[config.mk]
export PLATFORM = sky130hd
export DESIGN_NAME = gpio_in_debouncer
export DESIGN_NICKNAME = d
export VERILOG_FILES = /design/src/rtl/gpio_in_debouncer.sv
export SDC_FILE = /design/constraint.sdc
export NUM_CORES = 1
export LEC_CHECK = 0
export CORE_MARGIN = 2
export CORE_UTILIZATION = 32
export DETAILED_ROUTE_END_ITERATION = 8
export PLACE_DENSITY_LB_ADDON = 0.08
export REMOVE_ABC_BUFFERS = 1
export SYNTH_ARGS = -nofsm -noshare
export SYNTH_HDL_FRONTEND = slang
export SYNTH_SLANG_ARGS = --single-unit
[constraint.sdc]
create_clock -name clk -period 2.1 [get_ports clk]
set_clock_uncertainty 0.05 [all_clocks]
set_input_delay 0.42 -clock clk [delete_from_list [all_inputs] [get_ports clk]]
set_output_delay 0.42 -clock clk [all_outputs]
set_load 0.1 [all_outputs]
[src/rtl/gpio_in_debouncer.sv]
// gpio_in_debouncer: conditions raw asynchronous switch/button pins for the
// processor GPIO input port. Each bit goes through a two-flop synchronizer.
// A per-bit stability counter then lets the debounced level follow only after
// the synchronized input has disagreed with it for STABLE_CYCLES consecutive
// cycles. Registered rise/fall/change pulses mark every debounced transition.
module gpio_in_debouncer #(
  parameter int                    DATA_WIDTH    = 8,
  parameter int                    STABLE_CYCLES = 500000,
  parameter logic [DATA_WIDTH-1:0] RESET_VALUE   = '0
) (
  input  logic                  clk,
  input  logic                  reset,
  input  logic [DATA_WIDTH-1:0] gpio_i,
  output logic [DATA_WIDTH-1:0] gpio_o,
  output logic [DATA_WIDTH-1:0] rise_o,
  output logic [DATA_WIDTH-1:0] fall_o,
  output logic                  change_o
);

  // A counter wide enough to hold STABLE_CYCLES. It never reaches that value,
  // because it clears on the cycle it would otherwise hit STABLE_CYCLES.
  localparam int               CNT_W    = $clog2(STABLE_CYCLES + 1);
  localparam logic [CNT_W-1:0] CNT_LAST = CNT_W'(STABLE_CYCLES - 1);
  localparam logic [CNT_W-1:0] CNT_ONE  = CNT_W'(1);

  logic [DATA_WIDTH-1:0] sync1;
  logic [DATA_WIDTH-1:0] sync2;
  logic [CNT_W-1:0]      cnt      [DATA_WIDTH];
  logic [CNT_W-1:0]      cnt_next [DATA_WIDTH];
  logic [DATA_WIDTH-1:0] level_next;
  logic [DATA_WIDTH-1:0] rise_next;
  logic [DATA_WIDTH-1:0] fall_next;

  // Two-flop synchronizer; only sync2 is allowed to feed the debounce logic.
  always_ff @(posedge clk) begin
    // NOTE: state is always assigned with <= so every flop samples the values
    // that existed before this edge, independent of statement order.
    if (reset) begin
      sync1 <= RESET_VALUE;
      sync2 <= RESET_VALUE;
    end else begin
      sync1 <= gpio_i;
      sync2 <= sync1;
    end
  end

  // Per-bit debounce decision: count disagreeing cycles, follow on the last one.
  always_comb begin
    // NOTE: every output of this block gets a default first, so no path leaves
    // a value unassigned and no latch can be inferred.
    level_next = gpio_o;
    rise_next  = '0;
    fall_next  = '0;
    for (int i = 0; i < DATA_WIDTH; i++) begin
      cnt_next[i] = '0;
      if (sync2[i] != gpio_o[i]) begin
        if (cnt[i] == CNT_LAST) begin
          level_next[i] = sync2[i];
          rise_next[i]  = sync2[i];
          fall_next[i]  = ~sync2[i];
        end else begin
          cnt_next[i] = cnt[i] + CNT_ONE;
        end
      end
    end
  end

  // Debounced level, counters and edge pulses; reset discards any count progress.
  always_ff @(posedge clk) begin
    if (reset) begin
      // NOTE: the counter array is reset explicitly, because a partial count
      // must never survive reset and shorten the next debounce interval.
      for (int i = 0; i < DATA_WIDTH; i++) begin
        cnt[i] <= '0;
      end
      gpio_o   <= RESET_VALUE;
      rise_o   <= '0;
      fall_o   <= '0;
      change_o <= 1'b0;
    end else begin
      for (int i = 0; i < DATA_WIDTH; i++) begin
        cnt[i] <= cnt_next[i];
      end
      gpio_o   <= level_next;
      rise_o   <= rise_next;
      fall_o   <= fall_next;
      change_o <= |(rise_next | fall_next);
    end
  end

endmodule

; Word-level counts from Yosys, hierarchy flattened
; Memory sizes are Yosys's and may differ from the RTL's.
; Cells that the tools add are included.
[classes]
n_addsub = 8
n_bitwise = 17
muxes = 59
n_reduce_logical = 9
eq_ne = 16
[ops]
columns = operator, n
row1 = $mux 19, 24
row2 = $add 19x1->19 const B, 8
row3 = $eq 19x19->1 const B, 8
row4 = $mux 1, 35
row5 = $reduce_and 2->1, 8
row6 = $ne 1x1->1, 8
row7 = $not 1->1, 8
row8 = $or 1x1->1, 8
row9 = $or 8x8->8, 1
row10 = $reduce_or 8->1, 1
[totals]
word_cells = 123
ramBits = 152
in_bits = 10
mem_count = 1
output_inout_bits = 25
register_bits = 41
[mem_list]
columns = memory, depth, width, read_ports, rd_clocked_by_memory_dff, write_ports, line
row1 = cnt, 8, 19, 8, 0, 8, 28  ; logic [CNT_W-1:0] cnt [DATA_WIDTH];

; Logic depth before layout (Yosys ltp)
[logic_depth]
ltp_word = 5
depth_mapped = 8
mapped_depth_nobuf = 6

; Worst setup path before layout
; Ideal clock, no wire load.
[synth_timing]
path_type = reg-to-reg
from = register gpio_o[0]
to = memory cnt[0][10] (netlist bit)
synth_period_minus_slack_ns = 2.022
path_stages_with_launch = 6
setup_slack_ns = 0.078
required_ns = 1.985
setup_time_ns = 0.065
n_path_buf = 2
arrival_time_ns = 1.908
path_cell_list = dfxtp_1 xnor2_1 or3_1 buf_4 buf_4 nor2_1
[synth_lines]
columns = element, line
row1 = start: declaration, 14  ; output logic [DATA_WIDTH-1:0] gpio_o,
row2 = start signal: assignment, 84  ; gpio_o <= level_next;
row3 = end: declaration, 28

==> summary.md <==
| Metric | Value |
|---|---|
| GRT Total Usage | 0.123 |
| Mapped Area | 8010 um2 |
| Reg2reg setup slack | 0.17 ns |
| Final number of setup-violating endpoints | 0 |
| Hold path endpoint | sync2[2] |
| P_leak | 3.06 nW |
| Synth Register Bits | 193 |
| Final core occ | 0.379 |
| Fmax | 518 MHz |
| Initial antenna violation count | 0 |
| Outcome | completed |
| Max VDD drop | 0.309 mV |
| Launching element type of the critical path | register |
| # IOs | 35 |
| Routed WL | 15.1 mm |
| Final Hold Vio Count | 0 |
| Min-Delay Path Class | reg -> reg |
| Post-Syn Area per Cell | 9.18 um2 |
| Ys Warns | 0 |
| Drt drc | 0 |
| Starting Density | 0.328 |
| Share of cells above drive strength 1 | 0.0945 |
| CP dominant cell by count | and3_1 |
| Post-synthesis sequential area ratio | 0.482 |
| Hold Path Origin | sync1[2] |
| Via count | 5,632 |
| Post-route antenna net violation count | 0 |
| CTS tree | built |
| Worst Path Arrival | 2.16 ns |
| EDFF count, synth | 0 |
| Row cnt | 57 |
| Critical path endpoint category | register |
| Most frequent cells in the layout | 199 x nor2_1, 193 x dfxtp_1, 75 x xor2_1 |
| Die width | 162 um |
| First-pass GRT wire length | 26.4 mm |
| Hold Crit Depth | 1 |
| Setup CP Type | reg -> reg |
| Largest net degree at the start of global routing | 21 |
| Die area | 26,300 um2 |
| Actual slew at the worst max-slew pin | 0.587 ns |
| Minimum clock period | 1.93 ns |
| Netlist cell types | 41 |
| Worst-path clk slew | 0.07 ns |
| Crit-path cells | ha_1 > and3_1 > and3_1 > and3b_1 > nor4_4 > a41oi_1 |
| H-tree depth | 4 |
| Die Height | 162 um |
| Asr flop ratio synth | 0 |
| Commonest non-fill, non-tap cell in the layout | nor2_1 |
| CP max stage delay | 0.34 ns |
| CP max-delay cell | nor4_4 |
| Crit-path max FO | 5 |
| CTS sink count | 193 |
| Root Buffer | clkbuf_16 |
| CORE AREA | 24,500 um2 |
| WP data required | 2.33 ns |
| Antenna fix cells | 0 |
| Worst r2r dst | change_o |
| P per Cell Area | 754 nW/um2 |
| Dominant synthesized flop cell | dfxtp_1 |
| # Max-Cap Violations | 0 |
| Port Buffer Count | 34 |
| Clock Latency Late Sink | 0.43 ns |
| Placed Area | 8670 um2 |
| Global route overflow | 0 |
| Routed len/inst | 12.0 um |
| Vias per inst | 4.49 |
| Final Cycle Share | 0.919 |
| Relative slew slack | 0.605 |
| Design Area, Final | 9280 um2 |
| Total CTS buffers | 17 |
| Nets | 936 |
| DRT iter0 DRCs | 243 |
| Cells after Synth | 873 |
| Slew Viols, Final | 0 |
| Clock Path Buffers | 2 |
| Final RePlAce weighted congestion | 0.735 |
| Hold slack final | 0.385 ns |
| Area Growth Syn to Fin | 15.8% |
| Worst-case reg-to-reg path depth | 6 |
| Dpl hpwl | 10.4 mm |
| Number of global-route vias before repair | 5,527 |
| RSZ-0062 raised after global routing | yes |
| Design Power | 7.00 mW |
| DR pass1 iterations | 4 |
| Origin of the critical flop-to-flop path | cnt[1][0] |
| Hold_buf cts | 0 |
-- critical path: cells and delay by family, from the launching register on --
family | cells | cell delay [ns]
flip-flops | 1 | 0.33
AO/OA/AOI/OAI | 1 | 0.14
AND/OR/NAND/NOR | 4 | 0.98
adder cells (fa/ha/maj) | 1 | 0.27
-- how the worst max path moves through the flow --
stage	depth (start not counted)	from	slack [ns]	endpoint
global route	6	cnt[1][19]	-0.03	cnt[1][23]
detailed placement	6	cnt[1][0]	-0.13	change_o
CTS	6	cnt[1][0]	0.03	change_o
finish	6	cnt[1][0]	0.17	change_o
global placement	6	cnt[1][0]	-0.11	change_o
floorplan	3	gpio_o[0]	0.12	cnt[0][10]
-- flip-flops by register name, indices dropped and copies added, names as in the netlist --
name      cells
sync1         8
rise_o        8
sync2         8
fall_o        8
change_o      1
gpio_o        8
cnt         152
-- stage by stage --
stage	setup TNS [ns]	std cells	setup WS (ns)
floorplan	0	851	0.122
global placement	-0.106	1223	-0.106
detailed placement	-0.128	1223	-0.128
CTS	0	1255	0.0344
global route	-0.208	1255	-0.0325
finish	0	1255	0.171
-- layer usage --
layer	wire length [um]	GRT usage
met1	8050	0.169
met2	6470	0.189
met3	356	0.0276
met4	218	0.0459
met5	0	0
-- cell type report --
class	count	area, um2
Clock buffer	19	433
Clock inverter	13	155
Fill cell	2498	15200
Inverter	13	48.8
Multi-Input combinational cell	645	3970
Sequential cell	193	3860
Tap cell	324	405
Timing Repair Buffer	48	403
-- what timing repair did --
item / CTS / global route
resized for setup: 1 / 2
setup endpoints to repair: 1 / 16
pin swaps: 0 / 0
setup buffers: 0 / 0
endpoints found under the hold margin: 0 / 0
-- report_power, final --
| group | internal [mW] | switching (mW) | leakage, nW |
|---|---|---|---|
| logic | 0.0413 | 0.0525 | 1.22 |
| registers | 3.68 | 0.0135 | 1.56 |
| clock network | 1.78 | 1.44 | 0.276 |
| total | 5.50 | 1.51 | 3.06 |
-- cells in the mapped netlist, types with 5 or more instances --
library cell / count / area share
nor2_1: 199 / 0.093
dfxtp_1: 193 / 0.48
xor2_1: 75 / 0.082
xnor2_1: 69 / 0.075
nand3_1: 58 / 0.036
nand2_1: 49 / 0.023
nand4_1: 30 / 0.023
and3_1: 29 / 0.023
nor2b_1: 19 / 0.015
nor3_1: 16 / 0.010
nor4b_1: 16 / 0.017
and4_1: 15 / 0.016
inv_1: 13 / 0.0061
nor4_1: 12 / 0.0094
ha_1: 8 / 0.012
mux2i_1: 7 / 0.0087
buf_4: 6 / 0.0056
clkbuf_1: 6 / 0.0028
buf_6: 5 / 0.0070
-- cell families after synthesis --
logic type	Yosys count	synth area share
adder cells (fa/ha/maj)	8	0.0125
AND/OR/NAND/NOR	484	0.313
XOR/XNOR	144	0.157
buffers and inverters	35	0.0245
multiplexers	7	0.00874
flip-flops	193	0.482
AO/OA/AOI/OAI	2	0.00172
Note: power is estimated with default switching activity, not from simulation.
